`src/rtl/pcileech_tx_sched.sv`:
```
// ----------------------------------------------------------------------------
// pcileech_tx_sched
//
// Host-bound output scheduler. Takes 256-bit words from the FIFO controller
// and serialises them, dword 0 first, into the 32-bit output FIFO feeding the
// FT601 controller, one dword per cycle, stalling on almost-full. Also inserts
// a single MAGIC dword at the start of each new output stream so that host
// transfers never end on an exact multiple of 1024 bytes.
//
// Ports:
//   clk              system clock
//   rst              synchronous active-high reset
//   in_data          256-bit word, dword k = in_data[32k+31:32k]
//   in_valid         in_data valid
//   in_ready         combinational accept (transfer on in_valid & in_ready)
//   out_data         registered dword to output FIFO din
//   out_wr_en        registered output FIFO write strobe
//   out_almost_full  output FIFO almost_full
//   out_empty        output FIFO empty
//   ft601_txe_n      FT601 TXE_N pad level (1 = host not accepting)
//   busy             high while serialising a word
//
// Optional build macro PCILEECH_TX_SCHED_STATS_EN adds wrapping counters:
//   stat_words       accepted 256-bit words
//   stat_magic       MAGIC dwords written
//   stat_stall       serialising cycles lost to almost_full
// ----------------------------------------------------------------------------
module pcileech_tx_sched #(
    parameter logic [31:0] MAGIC   = 32'h66665555,
    parameter int unsigned HOLDOFF = 4
) (
    input  logic         clk,
    input  logic         rst,
    input  logic [255:0] in_data,
    input  logic         in_valid,
    output logic         in_ready,
    output logic [31:0]  out_data,
    output logic         out_wr_en,
    input  logic         out_almost_full,
    input  logic         out_empty,
    input  logic         ft601_txe_n,
    output logic         busy
`ifdef PCILEECH_TX_SCHED_STATS_EN
    ,
    output logic [31:0]  stat_words,
    output logic [15:0]  stat_magic,
    output logic [31:0]  stat_stall
`endif
);

    localparam logic [7:0] HOLDOFF_C = 8'(HOLDOFF);

    typedef enum logic [0:0] {StIdle, StShift} state_t;

    state_t           state;
    logic [7:0][31:0] hold;
    logic [2:0]       idx;
    logic             magic_done;
    logic [7:0]       idle_cnt;

    // The last dword of a word frees the hold register in the same cycle,
    // which is what makes back-to-back words gapless.
    always_comb begin
        in_ready = 1'b0;
        if (!rst) begin
            if (state == StIdle) begin
                in_ready = 1'b1;
            end else if (idx == 3'd7 && !out_almost_full) begin
                in_ready = 1'b1;
            end
        end
    end

    assign busy = (state != StIdle);

    always_ff @(posedge clk) begin
        if (rst) begin
            state      <= StIdle;
            hold       <= '0;
            idx        <= 3'd0;
            out_data   <= 32'd0;
            out_wr_en  <= 1'b0;
            magic_done <= 1'b0;
            idle_cnt   <= 8'd0;
        end else begin
            out_wr_en <= 1'b0;
            case (state)
                StIdle: begin
                    if (in_valid) begin
                        // Data takes priority over a pending MAGIC.
                        hold     <= in_data;
                        idx      <= 3'd0;
                        state    <= StShift;
                        idle_cnt <= 8'd0;
                    end else if (!magic_done && idle_cnt >= HOLDOFF_C) begin
                        out_data   <= MAGIC;
                        out_wr_en  <= 1'b1;
                        magic_done <= 1'b1;
                        idle_cnt   <= 8'd0;
                    end else if (out_empty && ft601_txe_n) begin
                        if (idle_cnt != 8'hff) begin
                            idle_cnt <= idle_cnt + 8'd1;
                        end
                    end else begin
                        idle_cnt <= 8'd0;
                    end
                end
                StShift: begin
                    idle_cnt <= 8'd0;
                    if (!out_almost_full) begin
                        out_data   <= hold[idx];
                        out_wr_en  <= 1'b1;
                        magic_done <= 1'b0;
                        idx        <= idx + 3'd1;
                        if (idx == 3'd7) begin
                            if (in_valid) begin
                                hold <= in_data;
                                idx  <= 3'd0;
                            end else begin
                                state <= StIdle;
                            end
                        end
                    end
                end
                default: state <= StIdle;
            endcase
        end
    end

`ifdef PCILEECH_TX_SCHED_STATS_EN
    always_ff @(posedge clk) begin
        if (rst) begin
            stat_words <= 32'd0;
            stat_magic <= 16'd0;
            stat_stall <= 32'd0;
        end else begin
            if (in_valid && in_ready) begin
                stat_words <= stat_words + 32'd1;
            end
            if (state == StIdle && !in_valid && !magic_done && idle_cnt >= HOLDOFF_C) begin
                stat_magic <= stat_magic + 16'd1;
            end
            if (state == StShift && out_almost_full) begin
                stat_stall <= stat_stall + 32'd1;
            end
        end
    end
`endif

endmodule

```
`config.mk`:
```
export PLATFORM = sky130hd
export DESIGN_NAME = pcileech_tx_sched
export DESIGN_NICKNAME = d
export VERILOG_FILES = /design/src/rtl/pcileech_tx_sched.sv
export SDC_FILE = /design/constraint.sdc
export NUM_CORES = 1
export LEC_CHECK = 0
export CAP_MARGIN = 10
export CORE_UTILIZATION = 35
export DETAILED_ROUTE_END_ITERATION = 8
export SYNTH_ARGS = -nofsm -noshare
export SYNTH_HDL_FRONTEND = slang
export SYNTH_SLANG_ARGS = --single-unit
```
`constraint.sdc`:
```
create_clock -name clk -period 1.9 [get_ports clk]
set_input_delay 0.38 -clock clk [delete_from_list [all_inputs] [get_ports clk]]
set_output_delay 0.38 -clock clk [all_outputs]
set_load 0.005 [all_outputs]
```
==> summary.txt, run 1 <==
Status
  • Outcome: finished clean

Pwr
  • Leakage power total: between 0.006 and 0.007 uW
  • Power density over the cells: 875 nW/um^2
  • Share of power burned in the clock network: about 42%
  • Total chip power: 15300 uW
  • Fraction of power spent switching nets: 23.7%
  • Combinational cell fraction of total power: 13.0%
  • Int Pwr: 11700 uW
  • Maximum resistive drop on vdd: 0.000580 V
  • Seq pwr share: 44.6%
  • Net switching power of the design: 3640 uW

Global routing
  • Antenna violations before repair: 0
  • Overflow left after global routing: 0
  • Largest net degree at the start of global routing: 134
  • Wire length of the first global-routing pass: a little under 60000 um
  • Vias in the first global route: 10851
  • Total GRT Usage: 21.1%

Yosys
  • Dominant cell by count in the synthesized netlist: sky130_fd_sc_hd__nand2_1
  • Syn Std Cell Area: 12400 um^2
  • Number of synthesized flops with an enable pin: 0
  • Yosys top cell by area: sky130_fd_sc_hd__dfxtp_1
  • Synth cell types: 43
  • Number of standard cells after synthesis: 1452
  • Leading cell types by total area after synthesis: sky130_fd_sc_hd__dfxtp_1 (49%), sky130_fd_sc_hd__nand2_1 (16%), sky130_fd_sc_hd__a21oi_1 (12%)
  • Flip-flop and latch count after synthesis: 302
  • Primary FF master, synth: sky130_fd_sc_hd__dfxtp_1
  • Commonest cells in the synthesized netlist: sky130_fd_sc_hd__nand2_1 (522), sky130_fd_sc_hd__dfxtp_1 (302), sky130_fd_sc_hd__a21oi_1 (288)
  • Share of synthesized registers carrying an async set or reset: 0%
  • Area share of the largest cell type after synthesis: 48.8%
  • Mean Syn Cell Area: between 8 and 9 um^2
  • Synth Net Count: around 1700
  • Yosys synthesis warning count: 0
  • Fraction of the yosys area taken by sequential cells: 48.8%

Critical path
  • CP Launch Type: flip-flop
  • CP cell instances: buf_8 -> buf_16 -> mux4_2 -> nand2b_1 -> a32o_1
  • Critical path launch point: idx[0]
  • Arrival time of the worst setup path: 2.23 ns
  • Crit path max-delay cell type: sky130_fd_sc_hd__mux4_2
  • Sum of buffers and inverters on the critical path: 2
  • Required time at the worst-slack endpoint: 2.29 ns
  • Worst path max stage delay: about 0.57 ns
  • Worst-path maximum fanout: 9
  • Kind of cell adding the most delay to the critical path: multiplexers
  • Worst setup EP type: flip-flop
  • FF-to-FF Start: idx[0]
  • Worst Setup Path Type: flip-flop to flip-flop

Detailed routing
  • Pre-antenna DRT Iters: 5
  • Routed length per instance: 17.5 um
  • Antenna Nets Post-Route: 0
  • Via total after detailed routing: about 11000
  • Starting DRT DRC Count: 584
  • Total routed wirelength: approximately 40000 um
  • Number of vias per cell after detailed routing: between 4 and 5
  • # DRC: 0

STA
  • Slew margin rel.: 39.3%
  • Minimum hold slack: around 0.17 ns
  • Worst setup skew after layout: 0.0148 ns
  • Final slew viol count: 0
  • Summed negative setup slack over all endpoints: 0 ns
  • Final setup fails: 0
  • Final worst-path setup slack: 0.0604 ns
  • Final period util: 96.8%
  • Min cycle time layout: 1.84 ns
  • Final count of hold timing violations: 0
  • Measured slew at the worst slew-check pin: approximately 0.91 ns
  • FMAX: 544 MHz

Clock network
  • TritonCTS clock tree: yes
  • Clock buffer count from CTS: 35
  • H-tree depth: 2
  • Hold bufs inserted after CTS: 0
  • Sinks on Clock Net: 302
  • Clock Path Buffers: 3
  • Clock edge transition at the registers on the reported setup and hold paths: 0.06 ns
  • Latest clock arrival within the worst-skew pair: around 0.5 ns
  • Root Driver: sky130_fd_sc_hd__clkbuf_16

Worst hold path
  • Start point of the worst min-delay path: rst
  • Min-delay worst type: input pin to flip-flop

Layout
  • Number of nets in the final layout: around 2000
  • Finished Core Util: roughly half
  • Filler cell count: around 3300
  • Antenna diode count: 0
  • Layout overhead on the synthesized area: 41.3%
  • Share of layout cells above drive strength 1: 11.2%

Floorplan
  • Initial Util: 35.7%
  • Vertical extent of the die: 190 um
  • Area of the die: 36200 um^2
  • Horizontal extent of the die: 190 um
  • Standard cell core area: 34700 um^2
  • Row cnt: 68
  • Ports: 297

Placement
  • Quantity of I/O buffers inserted on ports: 296
  • Placer congestion estimate: between 0.8 and 0.9
  • Post-detail-place hpwl: 27300 um
  • Worst-case setup slack after placement: -0.253 ns

Flow run
  • Number of maximum-capacitance constraint violations: 0
-- power by group through the flow --
stage | Clock, uW | Combinational [uW] | Sequential [uW]
finish | 6490 | 1990 | 6840
global route | 6920 | 2170 | 6880
CTS | 6650 | 1980 | 6840
detailed placement | 0 | 1950 | 6970
global placement | 0 | 1930 | 6960
floorplan | 0 | 926 | 6930
-- area by class of cell --
class	count	area [um^2]	area share, %
sequential	302	6050	34.6
multi-input combinational	1018	5800	33.1
timing repair buffer	367	3910	22.3
clock buffer	52	1040	5.95
tap	455	569	3.25
inverter	19	71.3	0.407
clock inverter	5	56.3	0.322
-- metrics by stage --
step / cells / instance area, um^2
floorplan: 1452 / 12400
global placement: 2147 / 16100
detailed placement: 2147 / 16100
CTS: 2207 / 17300
global route: 2218 / 17500
finish: 2218 / 17500
-- logic make-up (layout without fill, tap and decap cells) --
kind of cell / Yosys count / count (layout) / share of synthesized area [%]
AO/OA/AOI/OAI: 350 / 350 / 15.8
XOR/XNOR: 5 / 5 / 0.353
adder cells (fa/ha/maj): 4 / 4 / 0.404
buffers and inverters: 132 / 443 / 4.95
flip-flops: 302 / 302 / 48.8
multiplexers: 71 / 71 / 10.7
AND/OR/NAND/NOR: 588 / 588 / 19.0
-- repair_timing --
action / 4_1_cts / 5_1_grt
setup endpoints to repair: 39 / 24
pin swaps: 1 / 3
setup buffers: 2 / 8
resized for setup: 15 / 6
gates cloned: 1 / 3
-- flip-flops by register name, summed over array words and instances (netlist names) --
name        cells
hold          256
out_data       32
idle_cnt        8
idx             3
busy            1
magic_done      1
out_wr_en       1
-- placed cells by master, fill, tap and decap left out, types with 18 or more instances in the layout --
cell type / count
sky130_fd_sc_hd__nor2_1: 18
sky130_fd_sc_hd__inv_1: 18
sky130_fd_sc_hd__buf_12: 22
sky130_fd_sc_hd__mux4_2: 48
sky130_fd_sc_hd__clkdlybuf4s50_1: 294
sky130_fd_sc_hd__nand2_1: 522
sky130_fd_sc_hd__buf_4: 41
sky130_fd_sc_hd__dfxtp_1: 299
sky130_fd_sc_hd__clkbuf_16: 40
sky130_fd_sc_hd__a21oi_1: 286
-- worst paths after layout --
kind,end,slack (ns),cells past startpoint
max,out_data[16],0.06,5
min,idx[0],0.17,2
max reg2reg,out_data[16],0.06,5
min reg2reg,out_data[21],0.45,2
-- per-layer routing --
layer / global-route usage, % / up-vias / wire [um]
li1: - / 5491 / -
met5: 0 / - / 0
met3: 4.17 / 40 / 2330
met2: 36.3 / 266 / 19100
met4: 5.23 / 0 / 711
met1: 26.9 / 5189 / 16800
Note: power is estimated with default switching activity, not from simulation.
==> inputs of run 2 (changes only) <==
--- a/config.mk
+++ b/config.mk
@@ -6,8 +6,9 @@
 export NUM_CORES = 1
 export LEC_CHECK = 0
 export CAP_MARGIN = 10
-export CORE_UTILIZATION = 35
+export CORE_UTILIZATION = 50
 export DETAILED_ROUTE_END_ITERATION = 8
+export PLACE_DENSITY = 0.8
 export SYNTH_ARGS = -nofsm -noshare
 export SYNTH_HDL_FRONTEND = slang
 export SYNTH_SLANG_ARGS = --single-unit
==> run 2 against run 1 <==
Core utilization rose by 20 points; total power is 3.8% lower; worst setup slack worse by 0.038 ns; register-to-register slack got worse by 0.04 ns; clock power shrank 7.9%; non-clock buffer count decreased by 14; sequential share of layout area grew 0.84 points; first-iteration DRC count increased by 40%; clock skew down 0.0045 ns; critical path type unchanged; critical endpoint is now out_data[19]; highest routed layer is now met5.
==> summary.txt, run 2 (same netlist as run 1, synthesis figures left out) <==
Status
  • Outcome: finished clean (unchanged)

Critical path
  • Worst Setup Path Type: flip-flop to flip-flop (unchanged)
  • Critical path launch point: idx[0] (unchanged)
  • CP Launch Type: flip-flop (unchanged)
  • Arrival time of the worst setup path: 2.31 ns (was 2.23 ns)
  • Worst setup EP type: flip-flop (unchanged)
  • Required time at the worst-slack endpoint: 2.34 ns (was 2.29 ns)
  • Count of cells along the worst register-to-register path: 5 (unchanged)
  • FF-to-FF Start: idx[0] (unchanged)
  • Setup slack, reg-to-reg: 0.02 ns (was 0.06 ns)
  • Endpoint of the worst register-to-register path: out_data[19] (was out_data[16])
  • Crit path to: out_data[19] (was out_data[16])
  • Worst-path maximum fanout: 37 (was 9)

Global routing
  • Largest net degree at the start of global routing: 137 (was 134)
  • Antenna violations before repair: 3 (was 0)
  • Vias in the first global route: 10985 (was 10851)
  • Wire length of the first global-routing pass: 55900 um (was 59400 um)
  • Total GRT Usage: 27.6% (was 21.1%)
  • Overflow left after global routing: 0 (unchanged)

STA
  • Final slew viol count: 0 (unchanged)
  • Min cycle time layout: 1.88 ns (was 1.84 ns)
  • Final count of hold timing violations: 0 (unchanged)
  • Final worst-path setup slack: 0.0220 ns (was 0.0604 ns)
  • FMAX: 532 MHz (was 544 MHz)
  • Final period util: 98.8% (was 96.8%)
  • Final setup fails: 0 (unchanged)
  • Slew margin rel.: 43.2% (was 39.3%)
  • Worst setup skew after layout: 0.0103 ns (was 0.0148 ns)
  • Measured slew at the worst slew-check pin: 0.849 ns (was 0.906 ns)
  • Setup repair after global routing missed its margin: true

Placement
  • Worst-case setup slack after placement: -0.198 ns (was -0.253 ns)
  • Placer congestion estimate: 0.866 (was 0.814)
  • Post-detail-place hpwl: 25000 um (was 27300 um)
  • Placed instance area: 15900 um^2 (was 16100 um^2)
  • Quantity of I/O buffers inserted on ports: 296 (unchanged)
  • Placed instance count: 2009 (was 2147)

Floorplan
  • Horizontal extent of the die: 159 um (was 190 um)
  • Standard cell core area: 24300 um^2 (was 34700 um^2)
  • Area of the die: 25400 um^2 (was 36200 um^2)
  • Vertical extent of the die: 159 um (was 190 um)
  • Initial Util: 50.9% (was 35.7%)
  • Ports: 297 (unchanged)
  • Row cnt: 57 (was 68)

Pwr
  • Total chip power: 14700 uW (was 15300 uW)
  • Power density over the cells: 863 nW/um^2 (was 875 nW/um^2)
  • Maximum resistive drop on vdd: 0.000547 V (was 0.000580 V)
  • Leakage power total: 0.00629 uW (was 0.00640 uW)

Clock network
  • Clock Path Buffers: 3 (unchanged)
  • Clock buffer count from CTS: 31 (was 35)
  • H-tree depth: 1 (was 2)
  • Sinks on Clock Net: 302 (unchanged)
  • TritonCTS clock tree: yes (unchanged)
  • Latest clock arrival within the worst-skew pair: 0.55 ns (was 0.50 ns)
  • Clock edge transition at the registers on the reported setup and hold paths: 0.06 ns (about the same)
  • Root Driver: sky130_fd_sc_hd__clkbuf_16 (unchanged)

Detailed routing
  • Starting DRT DRC Count: 818 (was 584)
  • # DRC: 0 (unchanged)
  • Number of vias per cell after detailed routing: 5.39 (was 4.95)
  • Total routed wirelength: 35700 um (was 38900 um)
  • Pre-antenna DRT Iters: 5 (unchanged)
  • Via total after detailed routing: 11181 (was 10986)
  • Antenna Nets Post-Route: 0 (unchanged)
  • Routed length per instance: 17.2 um (was 17.5 um)

Layout
  • Commonest cells after routing, fill and taps aside: sky130_fd_sc_hd__nand2_1 (522), sky130_fd_sc_hd__dfxtp_1 (299), sky130_fd_sc_hd__clkdlybuf4s50_1 (292), sky130_fd_sc_hd__a21oi_1 (287), sky130_fd_sc_hd__mux4_2 (48) (was sky130_fd_sc_hd__nand2_1 (522), sky130_fd_sc_hd__dfxtp_1 (299), sky130_fd_sc_hd__clkdlybuf4s50_1 (294), sky130_fd_sc_hd__a21oi_1 (286), sky130_fd_sc_hd__mux4_2 (48))
  • Flip-flop count of the largest register, all copies and words added: 256 (unchanged)
  • Number of nets in the final layout: 1991 (was 2009)
  • Most common library cell in the layout ignoring fill and taps: sky130_fd_sc_hd__nand2_1 (unchanged)
  • Layout overhead on the synthesized area: 37.9% (was 41.3%)
  • Finished Core Util: 70.3% (was 50.4%)
  • Design area: 17100 um^2 (was 17500 um^2)
  • Top Registers: hold: 256 flops, out_data: 32 flops, idle_cnt: 8 flops (unchanged)
  • Largest Register: hold (unchanged)
  • Share of layout cells above drive strength 1: 10.7% (was 11.2%)
  • Final std cells w/o fill: 2074 (was 2218)

Worst hold path
  • Min-delay worst type: input pin to flip-flop (unchanged)

Flow run
  • Number of maximum-capacitance constraint violations: 0 (unchanged)
run 2: cell count changes in the layout (fill, tap and decap cells not counted), moves of 2 or more:
cell                              previous run  this run
sky130_fd_sc_hd__clkbuf_16                  40        33
sky130_fd_sc_hd__buf_4                      41        31
sky130_fd_sc_hd__clkinv_2                    2         6
sky130_fd_sc_hd__nand2b_1                   15         9
sky130_fd_sc_hd__buf_6                       0         3
sky130_fd_sc_hd__buf_12                     22        19
sky130_fd_sc_hd__nand2b_4                    1         7
sky130_fd_sc_hd__clkdlybuf4s50_1           294       292
sky130_fd_sc_hd__buf_16                      4         2
sky130_fd_sc_hd__dlymetal6s2s_1              0         2
sky130_fd_sc_hd__clkinvlp_4                  1         3
run 2: power breakdown:
group	internal (uW)	switching [uW]	leakage (uW)
logic	1060	865	0.00333
clock network	3500	2470	0.000488
registers	6670	164	0.00248
run 2: worst max-delay path, cell delays in order (launching register included):
cell,delay (ns)
sky130_fd_sc_hd__dfxtp_4,0.36
sky130_fd_sc_hd__buf_6,0.11
sky130_fd_sc_hd__buf_16,0.25
sky130_fd_sc_hd__mux4_2,0.62
sky130_fd_sc_hd__nand2b_4,0.16
sky130_fd_sc_hd__a32o_1,0.24
run 2: repair_timing:
action	in CTS	in global routing
gates cloned	0	2
pin swaps	1	3
setup buffers	1	4
gates resized for setup	15	14
endpoints found under the setup margin	8	19
hold buffers	0	0
run 2: worst min path at each step:
| stage | slack, ns | endpoint | start | depth (start not counted) |
|---|---|---|---|---|
| after floorplan | 0.43 | hold[67] | hold[67] | 2 |
| after global placement | 0.43 | out_data[10] | out_data[10] | 2 |
| after detailed placement | 0.44 | out_data[29] | out_data[29] | 2 |
| after CTS | 0.08 | magic_done | rst | 2 |
| after global routing | 0.09 | magic_done | rst | 2 |
| final | 0.1 | magic_done | rst | 2 |
run 2: layout make-up:
type | count | area [um^2]
Timing Repair Buffer | 353 | 3720
Multi-Input combinational cell | 1018 | 5830
Fill cell | 1883 | 7230
Inverter | 19 | 71.3
Tap cell | 324 | 405
Clock inverter | 11 | 113
Clock buffer | 46 | 892
Sequential cell | 302 | 6050
Antenna cell | 1 | 2.50
run 2: per-layer routing:
| layer | wire length (um) | GRT usage (%) | up-vias |
|---|---|---|---|
| met3 | 2430 | 6.41 | 79 |
| li1 | - | - | 5463 |
| met5 | 13 | 0 | - |
| met2 | 17900 | 48.9 | 359 |
| met1 | 14000 | 32.1 | 5278 |
| met4 | 1460 | 11.3 | 2 |
run 2: metrics by stage:
stage | hold WS, ns | setup TNS, ns
3_3_place_gp | 0.431 | -34.12
2_1_floorplan | 0.432 | 0
3_5_place_dp | 0.436 | -34.18
5_1_grt | 0.0901 | -0.0856
6_report | 0.0955 | 0
4_1_cts | 0.0813 | -0.0612
